[src/rtl/fre_meas.sv]
// ---------------------------------------------------------------------------
// fre_meas -- frequency / duty meter for a slow square wave.
//
// Measures an asynchronous square wave in units of clk cycles. The input
// passes through a three-flop chain. Edges are detected on the last two
// flops. The meter reports the rising-to-rising interval (period) and the
// rising-to-falling interval (high_time) once per completed input period.
//
// Parameters
//   CNT_W    width of period, high_time and the internal cycle counter
//   TIMEOUT  cycles without a qualifying edge before a stall is flagged
//            (must be > 1 and < 2**CNT_W)
//
// Ports
//   clk         system clock, all logic on the rising edge
//   rst         synchronous, active-high reset
//   en          measurement enable; low forces IDLE without losing results
//   sig_in      asynchronous square wave under measurement
//   period      last rising-to-rising interval, in clk cycles
//   high_time   last rising-to-falling interval, in clk cycles
//   meas_valid  one-cycle pulse when period/high_time are updated
//   timeout     sticky stall flag, cleared by the next meas_valid or rst
//   busy        registered (state != IDLE)
// ---------------------------------------------------------------------------
module fre_meas #(
    parameter int               CNT_W   = 25,
    parameter logic [CNT_W-1:0] TIMEOUT = 25'd25_000_000
) (
    input  logic             clk,
    input  logic             rst,
    input  logic             en,
    input  logic             sig_in,
    output logic [CNT_W-1:0] period,
    output logic [CNT_W-1:0] high_time,
    output logic             meas_valid,
    output logic             timeout,
    output logic             busy
);

    typedef enum logic [1:0] {
        IDLE      = 2'd0,
        WAIT_LOW  = 2'd1,
        WAIT_RISE = 2'd2,
        MEAS      = 2'd3
    } state_t;

    localparam logic [CNT_W-1:0] CNT_ZERO = '0;
    localparam logic [CNT_W-1:0] CNT_ONE  = {{(CNT_W-1){1'b0}}, 1'b1};

    state_t           state;
    logic             s1;
    logic             s2;
    logic             s3;
    logic [CNT_W-1:0] cnt;
    logic [CNT_W-1:0] hi_tmp;
    logic             rise;
    logic             fall;
    logic             tmo_hit;

    // Stage: input synchroniser. s1 may go metastable; only s2/s3 are used.
    always_ff @(posedge clk) begin
        if (rst) begin
            s1 <= 1'b0;
            s2 <= 1'b0;
            s3 <= 1'b0;
        end else begin
            s1 <= sig_in;
            s2 <= s1;
            s3 <= s2;
        end
    end

    // Stage: edge detection on the settled pair.
    assign rise    = s2 & ~s3;
    assign fall    = ~s2 & s3;
    assign tmo_hit = (cnt == TIMEOUT);

    // Stage: measurement FSM with registered outputs.
    // cnt counts cycles since the last rise in MEAS, or cycles spent in the
    // current wait state otherwise. It is pulled back to 0 whenever it reaches
    // TIMEOUT, so it can never wrap.
    always_ff @(posedge clk) begin
        if (rst) begin
            state      <= IDLE;
            cnt        <= CNT_ZERO;
            hi_tmp     <= CNT_ZERO;
            period     <= CNT_ZERO;
            high_time  <= CNT_ZERO;
            meas_valid <= 1'b0;
            timeout    <= 1'b0;
            busy       <= 1'b0;
        end else begin
            meas_valid <= 1'b0;
            if (!en) begin
                // Results and the stall flag survive a disable.
                state <= IDLE;
                cnt   <= CNT_ZERO;
                busy  <= 1'b0;
            end else begin
                // With en high the next state is never IDLE.
                busy <= 1'b1;
                unique case (state)
                    IDLE: begin
                        state <= WAIT_LOW;
                        cnt   <= CNT_ZERO;
                    end

                    // Require a low level first, so a sync chain that was just
                    // cleared by reset while sig_in is high cannot fake a rise.
                    WAIT_LOW: begin
                        if (tmo_hit) begin
                            timeout <= 1'b1;
                            state   <= WAIT_LOW;
                            cnt     <= CNT_ZERO;
                        end else if (!s2) begin
                            state <= WAIT_RISE;
                            cnt   <= CNT_ZERO;
                        end else begin
                            cnt <= cnt + CNT_ONE;
                        end
                    end

                    // The first rise only opens the measurement window.
                    WAIT_RISE: begin
                        if (rise) begin
                            state <= MEAS;
                            cnt   <= CNT_ONE;
                        end else if (tmo_hit) begin
                            timeout <= 1'b1;
                            state   <= WAIT_LOW;
                            cnt     <= CNT_ZERO;
                        end else begin
                            cnt <= cnt + CNT_ONE;
                        end
                    end

                    MEAS: begin
                        if (fall) begin
                            hi_tmp <= cnt;
                        end
                        // A rise on the timeout cycle still completes the period.
                        if (rise) begin
                            period     <= cnt;
                            high_time  <= hi_tmp;
                            meas_valid <= 1'b1;
                            timeout    <= 1'b0;
                            cnt        <= CNT_ONE;
                        end else if (tmo_hit) begin
                            timeout <= 1'b1;
                            state   <= WAIT_LOW;
                            cnt     <= CNT_ZERO;
                        end else begin
                            cnt <= cnt + CNT_ONE;
                        end
                    end

                    default: begin
                        state <= IDLE;
                        cnt   <= CNT_ZERO;
                    end
                endcase
            end
        end
    end

endmodule

[config.mk]
export PLATFORM = sky130hd
export DESIGN_NAME = fre_meas
export DESIGN_NICKNAME = d
export VERILOG_FILES = /design/src/rtl/fre_meas.sv
export SDC_FILE = /design/constraint.sdc
export NUM_CORES = 1
export LEC_CHECK = 0
export CORE_ASPECT_RATIO = 1.25
export CORE_UTILIZATION = 47
export DETAILED_ROUTE_END_ITERATION = 8
export HOLD_SLACK_MARGIN = 0.1
export PLACE_DENSITY_LB_ADDON = 0.2
export REMOVE_ABC_BUFFERS = 1
export SYNTH_ARGS = -nofsm -noshare
export SYNTH_HDL_FRONTEND = slang
export SYNTH_SLANG_ARGS = --single-unit
[constraint.sdc]
create_clock -name clk -period 4.8 [get_ports clk]
set_input_delay 0.96 -clock clk [delete_from_list [all_inputs] [get_ports clk]]
set_output_delay 0.96 -clock clk [all_outputs]
set_load 0.01 [all_outputs]
==> impl_metrics.yaml <==
worst_setup_path:
  endpoint_kind: "register"
  cp_data_required_time_ns: 5.09
  cpPeakStageDelay_ns: 0.67
  crit_fanout: 28
  rr_startpoint: "cnt[16]"
  crit_type: "input pin to register"
  arrival_ns: 2.97
  r2r_setup_slack_ns: 2.50
  rr_worst_depth: 4
  cp_slowest_cell: "or2_1"
  crit_path_start_kind: "input pin"
  r2r_end: "cnt[24]"
  crit_chain: "clkdlybuf4s50_1 -> nand3_1 -> or2_1 -> buf_4 -> nand2_1 -> a21oi_1"
outcome:
  status: "complete, no violations"
grt:
  antenna_found_initial: 0
  grt_max_degree: 81
  grt_pass1_vias: 3093
  grt_usage: 0.1874
  grt.overflow.total: 0
  grt_pass1_wl_um: 13720
power_and_ir_drop:
  total_power_mw: 1.415
  p_per_area_nw_per_um2: 286.1
  ir_drop_mv: 0.1730
  p_leak_nw: 1.499
yosys:
  synth_top_family_by_area: "simple AND/OR/NAND/NOR gates"
  yosys_warnings: 0
  synth-compound-area-share: 0.1538
  synth_cells: 501
  ys_seq_elements: 108
  ys_async_sr_fraction: 0
  syn_area_per_cell_um2: 8.381
  synthXorXnorAreaFrac: 0.01877
  ys_seq_area_frac: 0.5149
  synth-simple-area-share: 0.2604
  synth.distinct_cells: 40
  syn_area_um2: 4199
  dominantRegCellSynth: "dfxtp_1"
  muxShareOfSynthArea: 0.002682
  synth_edf_count: 0
  synthAdderAreaFrac: 0.005959
floorplanning:
  rows: 38
  die_w_um: 86.54
  coreArea_um2: 8653
  dieArea_um2: 9318
  initial_core_util: 0.4853
  die_h_um: 107.7
  io_pins: 57
route:
  vias: 3376
  routed_wire_length_per_instance_um: 12.47
  dr.pass1.iters: 4
  routed_via_density: 5.100
  antenna_left: 0
  drc_errors: 0
  wirelength_um: 8252
  drtIter0Drc: 140
timing:
  finalSetupViolations: 0
  tightest_slew_ns: 1.041
  slew_violations: 0
  period_share: 0.5579
  timing.slew.headroom: 0.3042
  setup_tns_ns: 0
  rsz0062_at_grt: "false"
  fin_crit_ns: 2.678
  hold_viol: 0
  fmax_ghz: 0.3734
  finClkSkew_ns: 0.008098
clock_network:
  cts_num_sinks: 108
  numCtsBuffers: 9
  clk_path_buf_depth: 2
  clk_latency_ns: 0.37
  post_cts_buffers: 0
  h-tree-depth: 3
  root_buffer: "clkbuf_8"
  cts-resized-gates: 0
  clkTransAtPathRegs_ns: 0.10
  cts_hold_buf: 0
  cts_tree: "built"
min_path:
  hold_end: "s2"
  hold_depth: 1
  hold_class: "register to register"
  hold_start: "s1"
final_layout:
  fillers: 849
  nets: 543
  drive_gt1_frac: 0.09041
  n_antenna_cell: 0
  syn_to_final_growth_pct: 17.76
  final_common_cell: "nand2_1"
  utilization: 0.5714
  final_cell_mix: "158 x nand2_1, 108 x dfxtp_1, 83 x a21oi_1"
flow_run:
  cap_violations: 0
place:
  hpwl_um: 5316
  gp_congestion: 0.8434
  numPortBuffers: 56
[metal layers]
layer / global-route usage / share of wire / vias to the layer above
li1: - / - / 1741
met1: 0.2299 / 0.47 / 1554
met2: 0.3084 / 0.47 / 64
met3: 0.04064 / 0.038 / 17
met4: 0.09405 / 0.022 / 0
met5: 0 / 0 / -
[state kept, by name, summed over array words and instances (netlist names)]
name / flops
period: 25
s2: 1
high_time: 25
timeout: 1
hi_tmp: 25
s3: 1
s1: 1
busy: 1
cnt: 25
state: 2
meas_valid: 1
[layout make-up]
cell class	count	area [um2]	share of cell area
clock inverter	4	25.02	0.005061
clock buffer	12	145.1	0.02935
tap	120	150.1	0.03036
timing repair buffer	59	578.1	0.1169
inverter	6	22.52	0.004555
sequential	108	2162	0.4372
multi-input combinational	353	1862	0.3765
[worst max-delay path by stage]
stage | from | end | slack (ns) | cells past startpoint
floorplan | en | high_time[0] | 1.86 | 4
global placement | en | period[1] | 1.82 | 6
detailed placement | en | period[1] | 1.70 | 6
CTS | en | high_time[23] | 2.09 | 6
global route | en | period[8] | 1.87 | 6
finish | en | period[1] | 2.12 | 6
[kinds of logic (layout without fill, tap and decap cells)]
| logic type | after synthesis | count (layout) |
|---|---|---|
| AO/OA/AOI/OAI | 114 | 114 |
| buffers and inverters | 40 | 81 |
| adder cells (fa/ha/maj) | 2 | 2 |
| AND/OR/NAND/NOR | 227 | 227 |
| XOR/XNOR | 9 | 9 |
| flip-flops | 108 | 108 |
| multiplexers | 1 | 1 |
[critical path: cells and delay by family]
family                 cells  cell delay, ns
AOI/OAI and AO/OA          1            0.16
buffers and inverters      2            0.89
and+or+nand+nor            3            0.93
[report_power, final]
| group | internal, mW | total (mW) | switching [mW] |
|---|---|---|---|
| clock network | 0.202 | 0.492 | 0.290 |
| registers | 0.898 | 0.900 | 0.00248 |
| logic | 0.00661 | 0.0231 | 0.0165 |
| total | 1.11 | 1.41 | 0.309 |
[through the flow]
step / hold slack [ns] / instances / instance area, um2 / setup slack (ns)
final: 0.4540 / 662 / 4945 / 2.122
after floorplan: 0.4138 / 467 / 4039 / 1.864
after CTS: 0.4538 / 662 / 4945 / 2.087
after global routing: 0.4636 / 662 / 4945 / 1.873
after detailed placement: 0.4360 / 646 / 4775 / 1.698
after global placement: 0.4206 / 646 / 4775 / 1.822
[cells in the mapped netlist (5+ instances only)]
library cell  instances  share of area
nand2_1             158           0.14
dfxtp_1             108           0.51
a21oi_1              83          0.099
clkbuf_1             23          0.021
a21oi_2              11          0.023
nand3_1               9          0.011
nor2_2                9          0.013
buf_2                 8         0.0095
o21ai_0               8         0.0095
or3_1                 8          0.012
o31ai_1               7          0.013
xor2_1                7          0.015
inv_1                 6         0.0054
nor2_1                5         0.0045
nor2b_1               5         0.0074
or4_1                 5         0.0089
No activity file was read; power rests on OpenSTA's default activity.
